[config.mk]
export PLATFORM = sky130hd
export DESIGN_NAME = truth_table_sequencer
export DESIGN_NICKNAME = d
export VERILOG_FILES = /design/src/rtl/truth_table_sequencer.sv
export SDC_FILE = /design/constraint.sdc
export NUM_CORES = 1
export LEC_CHECK = 0
export ABC_AREA = 0
export BUFFER_PORTS_ARGS = -buffer_cell sky130_fd_sc_hd__buf_2
export CAP_MARGIN = 10
export CORE_ASPECT_RATIO = 1.2
export CORE_UTILIZATION = 45
export CTS_BUF_LIST = sky130_fd_sc_hd__clkbuf_8
export DETAILED_ROUTE_END_ITERATION = 7
export PLACE_DENSITY = 0.66
export SETUP_SLACK_MARGIN = 0.05
export SYNTH_ARGS = -nofsm -noshare
export SYNTH_HDL_FRONTEND = slang
export SYNTH_SLANG_ARGS = --single-unit
[constraint.sdc]
create_clock -name CLOCK_50 -period 3.95 [get_ports CLOCK_50]
set_clock_uncertainty 0.2 [all_clocks]
set_input_delay 0.1975 -clock CLOCK_50 [delete_from_list [all_inputs] [get_ports CLOCK_50]]
set_output_delay 0.1975 -clock CLOCK_50 [all_outputs]
set_load 0.005 [all_outputs]
[src/rtl/truth_table_sequencer.sv]
// Drives all 16 input vectors into a 3-output combinational unit, samples each
// output after a settle delay and accumulates per-output truth-table maps and ones-counts.
module truth_table_sequencer #(
  parameter int DWELL_CYCLES  = 25000000,
  parameter int SETTLE_CYCLES = 4,
  parameter int CNT_W         = 25
) (
  input  logic        CLOCK_50,
  input  logic        RESET,
  input  logic        start,
  input  logic        step_mode,
  input  logic        step,
  input  logic [2:0]  func_in,
  output logic [3:0]  vec_out,
  output logic        vec_valid,
  output logic        busy,
  output logic        done,
  output logic [15:0] f1_map,
  output logic [15:0] f2_map,
  output logic [15:0] f3_map,
  output logic [4:0]  f1_ones,
  output logic [4:0]  f2_ones,
  output logic [4:0]  f3_ones,
  output logic [2:0]  o_dbg_state
);

  typedef enum logic [2:0] {
    S_IDLE   = 3'd0,
    S_SETTLE = 3'd1,
    S_SAMPLE = 3'd2,
    S_DWELL  = 3'd3,
    S_DONE   = 3'd4
  } state_t;

  localparam logic [CNT_W-1:0] SETTLE_LOAD = CNT_W'(SETTLE_CYCLES - 1);
  localparam logic [CNT_W-1:0] DWELL_LOAD  = CNT_W'(DWELL_CYCLES - 1);

  state_t            r_state;
  state_t            w_next_state;
  logic [CNT_W-1:0]  r_cnt;
  logic [CNT_W-1:0]  w_next_cnt;
  logic              w_clear;
  logic              w_advance;
  logic              w_sample;
  logic              w_next_active;

  logic [3:0]  r_vec;
  logic        r_vec_valid;
  logic        r_busy;
  logic        r_done;
  logic [15:0] r_f1_map, r_f2_map, r_f3_map;
  logic [4:0]  r_f1_ones, r_f2_ones, r_f3_ones;

  always_comb begin
    w_next_state = r_state;
    w_next_cnt   = r_cnt;
    w_clear      = 1'b0;
    w_advance    = 1'b0;
    w_sample     = 1'b0;
    case (r_state)
      S_IDLE, S_DONE: begin
        if (start) begin
          w_clear      = 1'b1;
          w_next_state = S_SETTLE;
          w_next_cnt   = SETTLE_LOAD;
        end
      end
      S_SETTLE: begin
        if (r_cnt == '0) w_next_state = S_SAMPLE;
        else             w_next_cnt   = r_cnt - 1'b1;
      end
      S_SAMPLE: begin
        w_sample = 1'b1;
        if (r_vec == 4'hF) begin
          w_next_state = S_DONE;
        end else begin
          w_next_state = S_DWELL;
          w_next_cnt   = DWELL_LOAD;
        end
      end
      S_DWELL: begin
        // In step mode the counter is frozen; only a step pulse moves on.
        if (step_mode) begin
          if (step) w_advance = 1'b1;
        end else if (r_cnt == '0) begin
          w_advance = 1'b1;
        end else begin
          w_next_cnt = r_cnt - 1'b1;
        end
      end
      default: w_next_state = S_IDLE;
    endcase
    if (w_advance) begin
      w_next_state = S_SETTLE;
      w_next_cnt   = SETTLE_LOAD;
    end
  end

  assign w_next_active = (w_next_state == S_SETTLE) || (w_next_state == S_SAMPLE) ||
                         (w_next_state == S_DWELL);

  always_ff @(posedge CLOCK_50 or posedge RESET) begin
    if (RESET) begin
      r_state <= S_IDLE;
      r_cnt   <= '0;
    end else begin
      r_state <= w_next_state;
      r_cnt   <= w_next_cnt;
    end
  end

  always_ff @(posedge CLOCK_50 or posedge RESET) begin
    if (RESET) begin
      r_vec       <= 4'd0;
      r_vec_valid <= 1'b0;
      r_busy      <= 1'b0;
      r_done      <= 1'b0;
      r_f1_map    <= 16'd0;
      r_f2_map    <= 16'd0;
      r_f3_map    <= 16'd0;
      r_f1_ones   <= 5'd0;
      r_f2_ones   <= 5'd0;
      r_f3_ones   <= 5'd0;
    end else begin
      r_vec_valid <= w_next_active;
      r_busy      <= w_next_active;
      r_done      <= (w_next_state == S_DONE);
      if (w_clear) begin
        r_vec     <= 4'd0;
        r_f1_map  <= 16'd0;
        r_f2_map  <= 16'd0;
        r_f3_map  <= 16'd0;
        r_f1_ones <= 5'd0;
        r_f2_ones <= 5'd0;
        r_f3_ones <= 5'd0;
      end else begin
        if (w_advance) r_vec <= r_vec + 4'd1;
        if (w_sample) begin
          r_f1_map[r_vec] <= func_in[0];
          r_f2_map[r_vec] <= func_in[1];
          r_f3_map[r_vec] <= func_in[2];
          r_f1_ones       <= r_f1_ones + {4'd0, func_in[0]};
          r_f2_ones       <= r_f2_ones + {4'd0, func_in[1]};
          r_f3_ones       <= r_f3_ones + {4'd0, func_in[2]};
        end
      end
    end
  end

  assign vec_out     = r_vec;
  assign vec_valid   = r_vec_valid;
  assign busy        = r_busy;
  assign done        = r_done;
  assign f1_map      = r_f1_map;
  assign f2_map      = r_f2_map;
  assign f3_map      = r_f3_map;
  assign f1_ones     = r_f1_ones;
  assign f2_ones     = r_f2_ones;
  assign f3_ones     = r_f3_ones;
  assign o_dbg_state = r_state;

endmodule

### Word-level counts from Yosys, hierarchy flattened

Cells that the tools add are included.

* register bits after elaboration: 97
* logic and storage cells: 77

* $add $sub $neg: 5
* order comparisons: 2
* equal/unequal tests: 12
* muxes and demuxes: 37
* reductions and logical operators: 10

Operator list (number)
* 25-bit 2-to-1 mux: 5
* 25-bit one-hot mux with 4 select lines: 1
* 16-bit 2-to-1 mux: 6
* 16-bit bitwise mux: 3
* 5-bit 2-to-1 mux: 6
* 25-bit zero test: 1
* 25-bit by 1-bit subtractor with 25-bit output, second input constant: 1
* 5-bit by 1-bit adder with 5-bit output: 3
* 3-bit by 2-bit equality test with 1-bit output, second input constant: 4
* 3-bit 2-to-1 mux: 4
* 3-bit one-hot mux with 4 select lines: 1
* 3-bit inequality test, second input constant: 3
* 1-bit 2-to-1 mux: 8
* 4-bit 2-to-1 mux: 2
* 3-bit by 1-bit equality test with 1-bit output, second input constant: 2
* 3-bit equality test, second input constant: 2
* 4-bit by 5-bit < comparator with 1-bit output, second input constant: 1
* 5-bit nonzero test: 1
* 4-bit by 1-bit adder with 4-bit output, second input constant: 1
* 1-bit demux with 4-bit select: 1
* 4-bit equality test, second input constant: 1
* 4-bit by 1-bit >= comparator with 1-bit output, second input constant: 1
* 4-bit AND reduction: 1
* 2-bit nonzero test: 2
* other kinds (4): 5

### Longest topological paths before layout

Gate-level depths: netlist of the first run.

* depth in word-level cells: 8
* mapped depth: 8
* depth with buffers taken out: 7

### Least setup slack after synthesis of the first run

Ideal clock, no wire load.

* path kind: flip-flop to flip-flop
* start point: register r_cnt[0]
* end point: register r_cnt[4]
* arrival: 2.063 ns
* required time: 3.624 ns
* path slack: 1.561 ns
* stages on the path, launching flop included: 8
* buffers on the path: 0
* clock period less this slack: 2.389 ns
* path through: dfrtp_1 > inv_1 > ha_1 > or4b_4 > nor3_4 > nand4_2 > and3_4 > a221o_1

* longest elaborated chain between the ends: 6
* elaborated cells on any way between the ends: 14

RTL lines
* from (decl): RTL line 40 `logic [CNT_W-1:0] r_cnt;`
* from (signal assigned): RTL line 108 `r_cnt <= w_next_cnt;`
* branches (longest 6 deep; another with 25-bit by 1-bit subtractor with 25-bit output)

Several ways; the timed one is not identified. The select of a mux whose other input is x is not followed.
A chain may end at the register's enable or synchronous reset.

### Final worst setup path of the first run

* start point: register r_cnt[0]
* end point: register r_cnt[1]

Same word-level chain as after synthesis.

==> reports/metrics.yaml, run 1 <==
clocking:
  cts_tree: "yes"
  cts-resized-gates: 0
  cts_buffers: 9
  cts_root_buf: "clkbuf_8"
  clockBufferDepth: 2
  clk_pin_slew_ps: 100
  clock_latency_ps: 380
  cts.sinks: 97
  ctsHtreeMaxLevel: 3
global_routing:
  grt-ovfl-total: 0
  grt.total_usage_pct: 22.9
  grt_pass1_vias: 4316
  antenna_found_initial: 0
  grt_pass1_wl_mm: 21.6
  grt_start_max_net_pins: 60
drt:
  drt-initial-drc-count: 216
  vias: 4255
  drc: 0
  postRouteAntennaNets: 0
  wl_per_cell_um: 17.1
  dr.pass1.iters: 4
  drt-vias-per-instance: 5.72
  wirelength_mm: 12.7
power:
  irDropWorstVdd_mv: 0.243
  leakage_nw: 2.94
  powerDensity_mw_per_mm2: 581
  report.power.total_mw: 3.40
synthesis:
  syn_inst: 517
  yosysSeqAreaShare_pct: 47.2
  syn-num-nets: 536
  yosys.area.top_type: "dfrtp_1"
  syn-mean-instance-area_sq_um: 9.95
  synth_flop_cell: "dfrtp_1"
  ys_warn_count: 0
  netlist_area_sq_mm: 0.00514
  synth.area.top_cells: "dfrtp_1 47%, mux2i_1 7.4%, nor2_1 4.5%"
  synth-seq-cells: 97
  async_flop_share_pct: 100
  synth_edf_count: 0
  ys_types: 64
  yosysTopAreaCellShare_pct: 47.2
sta:
  drv_slew: 0
  hold_violations: 0
  max_clock_freq_mhz: 350
  tns_ps: 0
  min_period_over_period_pct: 72.4
  slew-limit-headroom_pct: 34.8
  rsz0062_at_grt: "false"
  period_needed_ps: 2860
  finalSetupViolations: 0
  worstMarginPinSlew_ps: 975
critical_path:
  worstSetupStartpointType: "flip-flop"
  cp_num_cells: 7
  crit_family: "simple AND/OR/NAND/NOR gates"
  crit_required_ps: 4010
  slowest_stage: "nor4_4"
  r2r_cells: 7
  endpoint_kind: "flip-flop"
  critPathArrivalTime_ps: 2920
  criticalPathCategory: "flip-flop to flip-flop"
  r2r_end: "r_cnt[1]"
  reg2reg_from: "r_cnt[0]"
  r2r_slack_ps: 1090
  slowest_delay_ps: 620
  crit_path_cell_trace: "inv_1 > ha_1 > nor4b_4 > nand3_4 > nor4_4 > nor2_1 > mux2_1"
  cp_max_fo: 11
  cp_num_buf_inv: 1
min_path:
  hold_start: "func_in[1]"
  hold_depth: 3
  holdPathEnd: "f2_map[15]"
  hp-class: "input pin to flip-flop"
layout:
  fin_nets: 604
  fin_util_pct: 52.7
  layout_common_cells: "97 x dfrtp_1, 80 x buf_2, 61 x nor2_1"
  final_common_cell: "dfrtp_1"
  diodes: 0
  area_delta_synth_final_pct: 13.6
  drive_gt1_share_pct: 21.9
  multiInputGateArea_sq_mm: 0.00248
  fill_cells: 1010
  ff_latch_area_sq_mm: 0.00243
floorplan:
  initial_core_util_pct: 46.4
  die_w_um: 99.6
  die_area_sq_mm: 0.0119
  core_sq_mm: 0.0111
  row_count: 42
  pin_count: 81
  fp.dieH_um: 119
placed_design:
  gp_congestion: 0.885
  dp_hpwl_mm: 8.72
  io_buffers: 80
job:
  maxCapViolCount: 0
status:
  status: "complete, no violations"
## synth_stat cells, drive strengths merged (10+ instances only)
cell type and number:
nand3 33, dfrtp 97, clkbuf 20, mux2i 38, nor3 10, nor2 61, a21oi 24, inv 22
o21ai 16, nand4 13, ha 11, o22ai 11, nand2 40, buf 11, a211oi 13
## area by class of cell
cell class	instances	area share, %
clock buffers	9	2.12
clock inverters	7	1.05
inverters	22	1.46
multi-input cells	366	42.4
flip-flops and latches	97	41.6
well taps	154	3.30
repair buffers	89	8.10
## per-stage QoR
stage,instance area (sq um),setup slack (ps),cells,hold WS (ps)
finish,5840,1090,744,24.4
global route,5840,887,744,47.2
CTS,5840,1100,744,25.4
detailed placement,5630,1130,726,171
global placement,5630,1200,726,160
floorplan,5140,1020,517,140
## flip-flops by register name, indices dropped and copies added (netlist names)
register,cells
r_cnt,25
done,1
f1_ones,5
f1_map,16
vec_out,4
f3_ones,5
f2_map,16
f3_map,16
busy,1
f2_ones,5
o_dbg_state,3
## worst min-delay path, delay by kind of cell
kind / cells / cell delay (ps)
AND/OR/NAND/NOR: 1 / 100
AO/OA/AOI/OAI: 1 / 50
buffers and inverters: 1 / 220
## report_power, final
| part | internal [mW] | switching, mW | total, mW | leakage, nW |
|---|---|---|---|---|
| combinational | 0.526 | 0.874 | 1.40 | 1.52 |
| sequential | 1.16 | 0.204 | 1.36 | 1.32 |
| clock | 0.243 | 0.392 | 0.635 | 0.0940 |
| total | 1.93 | 1.47 | 3.40 | 2.94 |
## layer usage
layer / up-vias / part of all wire, % / global-route usage (%)
li1: 2019 / - / -
met1: 2077 / 43 / 29.4
met5: - / 0 / 0
met3: 17 / 5.9 / 4.23
met4: 0 / 1.7 / 9.74
met2: 142 / 50 / 38.0
## worst max path at each step
stage / from / endpoint / slack, ps
2_1_floorplan: RESET / busy / 1020
3_3_place_gp: r_cnt[0] / r_cnt[1] / 1200
3_5_place_dp: r_cnt[0] / r_cnt[1] / 1130
4_1_cts: r_cnt[0] / r_cnt[1] / 1100
5_1_grt: r_cnt[0] / r_cnt[1] / 890
6_report: r_cnt[0] / r_cnt[1] / 1090
## cells by family (layout without fill, tap and decap cells)
logic type               Yosys count  in the layout  share of synthesized area (%)
buffers and inverters             54            127                           4.77
adder cells (fa/ha/maj)           11             11                           2.68
XOR/XNOR                           9              9                           1.53
flip-flops                        97             97                           47.2
AND/OR/NAND/NOR                  193            193                           20.9
multiplexers                      39             39                           7.62
AO/OA/AOI/OAI                    114            114                           15.3
## repair_timing
action                                 4_1_cts  5_1_grt
endpoints found under the hold margin       61        0
buffers inserted                             0        0
hold buffers                                 2        0
No activity file was read; power rests on OpenSTA's default activity.
==> run 2: changes to the inputs <==
clock period = 2.9 ns   (was 3.95 ns; I/O delays follow)
==> run 2 against run 1 <==
Clock power is 42% higher. Critical endpoint is now r_cnt[2]. Critical path type unchanged. Total power up 42%. Non-clock buffer count rose by 19. First-iteration DRC count shrank 19%.
==> reports/metrics.yaml, run 2 (same netlist as run 1, synthesis figures left out) <==
floorplan:
  core_sq_mm: 0.0111
  fp.dieH_um: 119
  die_area_sq_mm: 0.0119
  row_count: 42
  die_w_um: 99.6
  pin_count: 81
  initial_core_util_pct: 46.4
placed_design:
  gp_congestion: 0.950
  dp_cells: 742
  io_buffers: 80
  post_dp_cell_area_sq_mm: 0.00577
  dp_hpwl_mm: 9.41
clocking:
  cts_tree: "yes"
  clock_latency_ps: 380
  cts_buffers: 9
  ctsHtreeMaxLevel: 3
  cts_root_buf: "clkbuf_8"
  cts.sinks: 97
  clockBufferDepth: 2
  clk_pin_slew_ps: 100
layout:
  fill_cells: 1015
  fin_util_pct: 54.2
  largest_reg_flops: 25
  drive_gt1_share_pct: 23.7
  final_common_cell: "dfrtp_1"
  stdcell_area_sq_mm: 0.00601
  regMostFlops: "r_cnt"
  area_delta_synth_final_pct: 16.9
  diodes: 0
  layout_common_cells: "97 x dfrtp_1, 80 x buf_2, 61 x nor2_1"
  instances_no_fill: 762
  fin_nets: 623
critical_path:
  criticalPathCategory: "flip-flop to flip-flop"
  endpoint_kind: "flip-flop"
  cp_max_fo: 7
  critPathArrivalTime_ps: 2710
  crit_required_ps: 2960
  worstSetupStartpointType: "flip-flop"
sta:
  hold_violations: 0
  max_clock_freq_mhz: 377
  finalHoldWorstSlack_ps: 175
  tns_ps: 0
  finalSetupViolations: 0
  min_period_over_period_pct: 91.4
  worstMarginPinSlew_ps: 675
  slew-limit-headroom_pct: 54.8
  drv_slew: 0
  rsz0062_at_grt: "false"
  period_needed_ps: 2650
global_routing:
  grt_pass1_vias: 4356
  grt-ovfl-total: 0
  grt_pass1_wl_mm: 21.9
  grt.total_usage_pct: 23.4
  grt_start_max_net_pins: 37
  antenna_found_initial: 0
power:
  powerDensity_mw_per_mm2: 802
  irDropWorstVdd_mv: 0.379
  leakage_nw: 3.03
drt:
  drt-vias-per-instance: 5.71
  drt-initial-drc-count: 176
  drc: 0
  wl_per_cell_um: 17.5
  vias: 4349
  postRouteAntennaNets: 0
  wirelength_mm: 13.3
  dr.pass1.iters: 5
status:
  status: "complete, no violations"
min_path:
  hp-class: "input pin to asynchronous set/reset pin"
job:
  maxCapViolCount: 0
[run 2: power by group]
part	internal (mW)	switching [mW]	total, mW
Combinational	0.820	1.27	2.10
Sequential	1.58	0.247	1.82
Clock	0.397	0.503	0.901
[run 2: layer usage]
metal  wire length [um]  vias up  GRT usage, %  share of wire (%)
li1                   -     2062             -                  -
met1               5800     2143          29.6                 44
met2               6500      125          39.0                 49
met3                757       19          5.28                5.7
met4                264        0          8.55                2.0
met5                  0        -             0                  0
[run 2: final cells by class]
| type | count | area [sq um] | area share, % |
|---|---|---|---|
| sequential | 97 | 2430 | 40.4 |
| tap | 154 | 193 | 3.21 |
| clock inverter | 6 | 67.6 | 1.12 |
| inverter | 22 | 86.3 | 1.44 |
| timing repair buffer | 108 | 636 | 10.6 |
| clock buffer | 9 | 124 | 2.06 |
| multi-input combinational | 366 | 2480 | 41.2 |
[run 2: critical path: stages, from the launching register on]
cell     delay (ps)
dfrtp_1         430
inv_1            80
ha_1            230
or4b_4          510
nor3_4          370
nand4_2         190
and3_4          240
a221o_1         290
[run 2: stage by stage]
stage                     power (mW)  setup WS (ps)
final                           4.82            250
after global routing            5.12            137
after CTS                       4.81            250
after detailed placement        3.90            287
after global placement          3.89            325
after floorplan                 3.28            511
[run 2: worst paths after layout]
path	cells past startpoint	start	end	slack, ps
worst max-delay path	7	r_cnt[0]	r_cnt[2]	250
worst min-delay path	3	RESET	f1_ones[3]	180
worst max register to register	7	r_cnt[0]	r_cnt[2]	250
worst min register to register	2	f1_map[11]	f1_map[11]	330
max in group asynchronous	4	RESET	f2_map[9]	1650
min in group CLOCK_50	5	step	r_cnt[8]	270
[run 2: what timing repair did]
action | CTS | global route
gates resized for setup | 0 | 0
buffers inserted | 0 | 0
hold buffers | 5 | 0
endpoints found under the hold margin | 37 | 0
==> run 3: changes to the inputs <==
--- a/config.mk
+++ b/config.mk
@@ -9,9 +9,8 @@
 export BUFFER_PORTS_ARGS = -buffer_cell sky130_fd_sc_hd__buf_2
 export CAP_MARGIN = 10
-export CORE_ASPECT_RATIO = 1.2
-export CORE_UTILIZATION = 45
+export CORE_UTILIZATION = 50
 export CTS_BUF_LIST = sky130_fd_sc_hd__clkbuf_8
 export DETAILED_ROUTE_END_ITERATION = 7
-export PLACE_DENSITY = 0.66
+export PLACE_DENSITY = 0.72
 export SETUP_SLACK_MARGIN = 0.05
 export SYNTH_ARGS = -nofsm -noshare
--- a/constraint.sdc
+++ b/constraint.sdc
@@ -3,3 +3,3 @@
 set_input_delay 0.145 -clock CLOCK_50 [delete_from_list [all_inputs] [get_ports CLOCK_50]]
 set_output_delay 0.145 -clock CLOCK_50 [all_outputs]
-set_load 0.005 [all_outputs]
+set_load 0.02 [all_outputs]
==> run 3 against run 2 <==
Clock power rose by 8.1%. Setup slack better by 4.2 ps. Critical endpoint is now r_cnt[4]. Sequential share of layout area up 0.30 points.
==> reports/metrics.yaml, run 3 (same netlist as run 1, synthesis figures left out) <==
sta:
  tns_ps: 0
  min_period_over_period_pct: 91.2
  period_needed_ps: 2650
  finalHoldWorstSlack_ps: 214
  hold_violations: 0
  rsz0062_at_grt: "false"
  max_clock_freq_mhz: 378
  slew-limit-headroom_pct: 37.4
  drv_slew: 0
  finalSetupViolations: 0
  worstMarginPinSlew_ps: 935
power:
  leakage_nw: 3.02
  powerDensity_mw_per_mm2: 837
  irDropWorstVdd_mv: 0.426
  report.power.total_mw: 4.99
placed_design:
  gp_congestion: 0.942
  io_buffers: 80
  dp_hpwl_mm: 9.32
  dp_cells: 715
layout:
  regMostFlops: "r_cnt"
  drive_gt1_share_pct: 23.1
  layout_common_cells: "97 x dfrtp_1, 80 x buf_2, 61 x nor2_1"
  largest_reg_flops: 25
  diodes: 0
  fin_nets: 617
  instances_no_fill: 736
  area_delta_synth_final_pct: 16.0
  fin_util_pct: 60.5
  final_common_cell: "dfrtp_1"
drt:
  wl_per_cell_um: 18.1
  dr.pass1.iters: 6
  vias: 4480
  postRouteAntennaNets: 0
  drc: 0
  drt-vias-per-instance: 6.09
  wirelength_mm: 13.3
  drt-initial-drc-count: 344
status:
  status: "complete, no violations"
clocking:
  cts-resized-gates: 0
  ctsHtreeMaxLevel: 3
  cts_buffers: 9
  clock_latency_ps: 380
  cts_tree: "yes"
  cts.sinks: 97
  cts_root_buf: "clkbuf_8"
  cts_post_setup_buffers_inserted: 0
  clockBufferDepth: 2
  clk_pin_slew_ps: 110
global_routing:
  grt_start_max_net_pins: 42
  grt-ovfl-total: 0
  grt_pass1_wl_mm: 21.7
  grt_pass1_vias: 4363
  antenna_found_initial: 0
  grt.total_usage_pct: 26.4
critical_path:
  criticalPathCategory: "flip-flop to flip-flop"
  endpoint_kind: "flip-flop"
  critPathArrivalTime_ps: 2720
  worstSetupStartpointType: "flip-flop"
  crit_required_ps: 2970
  cp_max_fo: 7
floorplan:
  initial_core_util_pct: 52.1
  fp.dieH_um: 103
  die_w_um: 103
  pin_count: 81
  row_count: 36
  die_area_sq_mm: 0.0107
  core_sq_mm: 0.00986
job:
  maxCapViolCount: 0
min_path:
  hp-class: "input pin to flip-flop"
==> run 3: changes by cell type in the layout (fill, tap and decap cells not counted), sizes merged <==
cell	change
buf	-6
clkinvlp	-2
inv	+3
==> run 3: through the flow <==
step / worst slack (ps) / area [sq um]
2_1_floorplan: 479 / 5150
3_3_place_gp: 354 / 5700
3_5_place_dp: 310 / 5700
4_1_cts: 280 / 5970
5_1_grt: 81.6 / 5970
6_report: 254 / 5970
==> run 3: worst max-delay path, stage by stage, from the launching register on <==
cell,delay [ps]
dfrtp_1,420
inv_1,70
ha_1,230
or4b_4,510
nor3_4,370
nand4_2,210
and3_4,250
a221o_1,290
==> run 3: power breakdown <==
part / internal (mW) / total, mW / switching [mW]
Combinational: 0.793 / 2.16 / 1.37
Clock: 0.426 / 0.974 / 0.548
Sequential: 1.58 / 1.86 / 0.279
Total: 2.80 / 4.99 / 2.19
==> run 3: what timing repair did <==
action | 4_1_cts | 5_1_grt
hold endpoints to repair | 46 | 0
hold buffers | 5 | 0
endpoints found under the setup margin | 0 | 0
==> run 3: final timing paths <==
kind / start / slack, ps / depth (start not counted) / end
hold / removal: step_mode / 210 / 5 / r_cnt[13]
min in group asynchronous: RESET / 230 / 3 / f1_map[13]
hold reg to reg: f1_map[12] / 330 / 2 / f1_map[12]
setup reg to reg: r_cnt[0] / 250 / 7 / r_cnt[4]
max in group asynchronous: RESET / 1500 / 4 / f3_map[8]
setup / recovery: r_cnt[0] / 250 / 7 / r_cnt[4]
==> run 3: final cells by class <==
| type | instances | area [sq um] |
|---|---|---|
| Inverter | 22 | 86.3 |
| Tap cell | 133 | 166 |
| Clock buffer | 9 | 124 |
| Multi-Input combinational cell | 366 | 2480 |
| Timing Repair Buffer | 102 | 591 |
| Sequential cell | 97 | 2430 |
| Fill cell | 821 | 3900 |
| Clock inverter | 7 | 95.1 |
==> run 3: per-layer routing <==
layer | up-vias | track usage, % | share of wire [%]
li1 | 2050 | - | -
met1 | 2218 | 36.0 | 43
met2 | 184 | 41.1 | 48
met3 | 28 | 6.32 | 7.0
met4 | 0 | 9.86 | 1.8
met5 | - | 0 | 0
